File: config.mk
export PLATFORM = sky130hd
export DESIGN_NAME = wormhole_out_sched
export DESIGN_NICKNAME = d
export VERILOG_FILES = /design/src/rtl/wormhole_out_sched.sv
export SDC_FILE = /design/constraint.sdc
export NUM_CORES = 1
export LEC_CHECK = 0
export CORE_UTILIZATION = 45
export CTS_BUF_LIST = sky130_fd_sc_hd__clkbuf_16
export CTS_CLUSTER_DIAMETER = 200
export CTS_CLUSTER_SIZE = 10
export DETAILED_ROUTE_END_ITERATION = 6
export GPL_ROUTABILITY_DRIVEN = 1
export PLACE_DENSITY = 0.7
export SYNTH_ARGS = -nofsm -noshare
export SYNTH_HDL_FRONTEND = slang
export SYNTH_SLANG_ARGS = --single-unit
File: constraint.sdc
create_clock -name clk -period 5.3 [get_ports clk]
set_input_delay 0.795 -clock clk [delete_from_list [all_inputs] [get_ports clk]]
set_output_delay 0.795 -clock clk [all_outputs]
set_load 0.03 [all_outputs]
File: src/rtl/wormhole_out_sched.sv
// Output-port scheduler for a wormhole router: round-robin arbitration among
// N_REQ inputs, packet locking until the tail flit, and downstream credit tracking.
module wormhole_out_sched #(
  parameter int N_REQ   = 4,
  parameter int CREDITS = 4
) (
  input  logic             clk,
  input  logic             arst,
  input  logic [N_REQ-1:0] req_i,
  input  logic [N_REQ-1:0] tail_i,
  input  logic             credit_i,
  output logic [N_REQ-1:0] grant_o,
  output logic             fire_o,
  output logic [3:0]       credits_o,
  output logic             busy_o,
  output logic             err_o
);

  localparam int PW  = (N_REQ > 1) ? $clog2(N_REQ) : 1;
  localparam int PW1 = PW + 1;
  localparam logic [3:0] CRED_MAX = 4'(CREDITS);

  typedef enum logic {IDLE = 1'b0, LOCKED = 1'b1} state_t;

  state_t          state_q, state_d;
  logic [PW-1:0]   ptr_q, ptr_d;
  logic [PW-1:0]   owner_q, owner_d;
  logic [3:0]      credits_q, credits_d;
  logic            err_q, err_d;

  logic [N_REQ-1:0] grant_s;
  logic [PW-1:0]    win_s;
  logic             found_s;
  logic [PW:0]      cand_s;
  logic             fire_s;

  function automatic logic [PW-1:0] next_idx(input logic [PW-1:0] idx);
    logic [PW:0] sum;
    sum = {1'b0, idx} + PW1'(1);
    if (sum >= PW1'(N_REQ)) begin
      next_idx = {PW{1'b0}};
    end else begin
      next_idx = sum[PW-1:0];
    end
  endfunction

  // Round-robin search: first requester at or after ptr, wrapping to 0.
  always_comb begin
    found_s = 1'b0;
    win_s   = {PW{1'b0}};
    cand_s  = {PW1{1'b0}};
    for (int i = 0; i < N_REQ; i++) begin
      cand_s = {1'b0, ptr_q} + PW1'(i);
      if (cand_s >= PW1'(N_REQ)) begin
        cand_s = cand_s - PW1'(N_REQ);
      end else begin
        cand_s = cand_s;
      end
      if (!found_s && req_i[cand_s[PW-1:0]]) begin
        found_s = 1'b1;
        win_s   = cand_s[PW-1:0];
      end else begin
        found_s = found_s;
      end
    end
  end

  // FSM next state, pointer/owner update and grant generation.
  always_comb begin
    state_d = state_q;
    ptr_d   = ptr_q;
    owner_d = owner_q;
    grant_s = {N_REQ{1'b0}};
    case (state_q)
      IDLE: begin
        if ((credits_q != 4'd0) && found_s) begin
          grant_s[win_s] = 1'b1;
          if (tail_i[win_s]) begin
            ptr_d = next_idx(win_s);
          end else begin
            state_d = LOCKED;
            owner_d = win_s;
          end
        end else begin
          state_d = IDLE;
        end
      end
      LOCKED: begin
        // A missing owner flit is a bubble; the lock is held regardless.
        if ((credits_q != 4'd0) && req_i[owner_q]) begin
          grant_s[owner_q] = 1'b1;
          if (tail_i[owner_q]) begin
            state_d = IDLE;
            ptr_d   = next_idx(owner_q);
          end else begin
            state_d = LOCKED;
          end
        end else begin
          state_d = LOCKED;
        end
      end
      default: begin
        state_d = IDLE;
      end
    endcase
  end

  assign grant_o = grant_s & {N_REQ{arst}};
  assign fire_s  = |grant_o;
  assign fire_o  = fire_s;

  // Credit accounting with saturation and sticky overflow flag.
  always_comb begin
    credits_d = credits_q;
    err_d     = err_q;
    case ({fire_s, credit_i})
      2'b10: begin
        credits_d = credits_q - 4'd1;
      end
      2'b01: begin
        if (credits_q >= CRED_MAX) begin
          err_d = 1'b1;
        end else begin
          credits_d = credits_q + 4'd1;
        end
      end
      default: begin
        credits_d = credits_q;
      end
    endcase
  end

  // State registers with asynchronous active-low reset.
  always_ff @(posedge clk or negedge arst) begin
    if (!arst) begin
      state_q   <= IDLE;
      ptr_q     <= {PW{1'b0}};
      owner_q   <= {PW{1'b0}};
      credits_q <= CRED_MAX;
      err_q     <= 1'b0;
    end else begin
      state_q   <= state_d;
      ptr_q     <= ptr_d;
      owner_q   <= owner_d;
      credits_q <= credits_d;
      err_q     <= err_d;
    end
  end

  assign credits_o = credits_q;
  assign busy_o    = (state_q == LOCKED);
  assign err_o     = err_q;

endmodule

==> flow_metrics.tcl <==
set metrics [dict create \
    post_cts_buffers 0 \
    postCtsResizedCells 0 \
    cts_tree "built" \
    grt_pass1_vias 880 \
    timing.fmax_mhz 221 \
    nets 151 \
    final_common_cell "clkdlybuf4s50_1" \
    via_per_inst 5.91 \
    slew_violations 0 \
    synthArstFlopShare 1.00 \
    wl_per_cell_um 14.5 \
    crit_path_max_fanout 14 \
    place.gp.congestion 0.933 \
    coreArea_um2 2020 \
    fin_crit_sh 0.855 \
    ctsHtreeMaxLevel 1 \
    synth-seq-cells 10 \
    dominantRegCellSynth "dfrtp_1" \
    setup_viol 0 \
    synth.distinct_cells 45 \
    tightest_slew_ps 704 \
    cap_viol_max_count 0 \
    hold_viol 0 \
    drt-met1-wl_um 1110 \
    hold_slack_ps 492 \
    via_count 933 \
    ys_seq_area_frac 0.251 \
    met2_wirelength_um 1070 \
    drc 0 \
    fin_crit_ps 4530 \
    crit_required_ps 4510 \
    holdBufCountCts 0 \
    portBuffers 21 \
    path_class "input pin to primary output" \
    mostFrequentLayoutCells "clkdlybuf4s50_1, dfrtp_1, inv_1" \
    syn_area_um2 1000 \
    clock_path_buffers 2 \
    rsz0062_at_grt "no" \
    power_per_cell_area_nw_per_um2 651 \
    p_leak_nw 0.582 \
    critical_path.endpoint_type "primary output" \
    grt_max_degree 17 \
    diodes 0 \
    synth_area_per_cell_um2 9.29 \
    grt_pass1_wl_um 4000 \
    antenna_found_initial 0 \
    syn_nets 127 \
    fin_skew_ps 1.18 \
    drive_gt1_frac 0.130 \
    synth_edf_count 0 \
    start_util 0.496 \
    whs_path_depth 1 \
    met3_length_um 113 \
    area_delta_synth_final_pct 30.9 \
    slew_headroom 0.529 \
    grt_usage 0.213 \
    grt_overflow 0 \
    peakVddDrop_mv 0.366 \
    total_power_w 0.000855 \
    hold_class "flip-flop to flip-flop" \
    routed_wl_um 2290 \
    multiInputGateArea_um2 702 \
    firstDrtPassIters 4 \
    outcome "completed" \
    die_x_um 49.2 \
    critPathLaunchType "input pin" \
    dieArea_um2 2420 \
    std_cell_rows 16 \
    reg2reg_depth 10 \
    cts.sinks 10 \
    antenna_left 0 \
    finalSetupTns_ps 0 \
    fill_cells 170 \
    io_pins 22 \
    arrival_ps 3740 \
    synthCells 108 \
    initialDrtViolationCount 12 \
    ys_warn_count 0 \
    hpwl_um 1740 \
    cts_made_buffers 3 \
    clkLatencyLatePin_ps 230 \
    clk_pin_slew_worst_paths_ps 40 \
    highest_layer "met3" \
    cts-root-buf "clkbuf_16" \
    die_h_um 49.2 \
    regArea_um2 251 \
]
==> sequential cells by signal (all words and copies together), names as in the netlist <==
register and count:
busy_o 1, credits_o 4, err_o 1, owner_q 2, ptr_q 2
==> worst max-delay path: stages <==
cell,delay [ps]
clkdlybuf4s50_1,540
nand2b_1,150
a21oi_1,50
o32ai_1,250
buf_4,190
inv_1,70
ha_1,180
nand3_1,90
a21oi_1,130
a211oi_4,550
nand2_1,120
clkdlybuf4s50_1,620
==> metal layers <==
metal	up-vias	global-route usage
met5	-	0
met1	443	0.285
met4	0	0.0245
li1	467	-
met3	0	0.0561
met2	23	0.352
==> area by class of cell <==
type,instances,share of cell area
clock buffers,3,0.0571
multi-input cells,87,0.534
flip-flops and latches,10,0.191
well taps,27,0.0257
repair buffers,22,0.166
clock inverters,1,0.00286
inverters,8,0.0229
==> kinds of logic after synthesis <==
kind of cell	Yosys count	share of synthesized area
adders and majority gates	8	0.107
muxes	9	0.118
DFF	10	0.251
buffers and inverters	11	0.0499
xor gates and xnor gates	1	0.00873
AOI/OAI and AO/OA	30	0.238
and+or+nand+nor	39	0.227
==> Yosys cell counts (3+ instances only) <==
| cell | instances | area, um^2 |
|---|---|---|
| and3_1 | 3 | 18.8 |
| dfrtp_1 | 9 | 225 |
| nor2_1 | 7 | 26.3 |
| mux2_2 | 3 | 33.8 |
| ha_1 | 7 | 87.6 |
| inv_1 | 8 | 30.0 |
| a21o_1 | 4 | 30.0 |
| a21oi_1 | 5 | 25.0 |
| nor2b_1 | 3 | 18.8 |
| nand2_1 | 6 | 22.5 |
| nand2b_1 | 3 | 18.8 |
| nand3_1 | 6 | 30.0 |
| mux2i_1 | 4 | 40.0 |
==> stage by stage <==
step,cell area (um^2),setup WS (ps),cells,utilization
after detailed placement,1230,828,154,0.611
final,1310,767,158,0.650
after global placement,1230,846,154,0.611
after floorplan,1000,1500,108,-
after CTS,1310,821,158,0.650
after global routing,1310,586,158,0.650
==> power by group <==
group | total [W] | internal (W) | switching, W
sequential | 0.000173 | 0.000115 | 0.0000581
combinational | 0.000551 | 0.000260 | 0.000291
clock | 0.000131 | 0.0000986 | 0.0000325
total | 0.000855 | 0.000474 | 0.000382
==> worst paths after layout <==
check                              from      endpoint  slack [ps]
max                            req_i[1]        fire_o         770
min                               err_o         err_o         490
max reg2reg                credits_o[0]  credits_o[3]        1790
min reg2reg                       err_o         err_o         490
max in group asynchronous          arst         err_o        3860
min in group asynchronous          arst    owner_q[1]         990
Note: power is estimated with default switching activity, not from simulation.
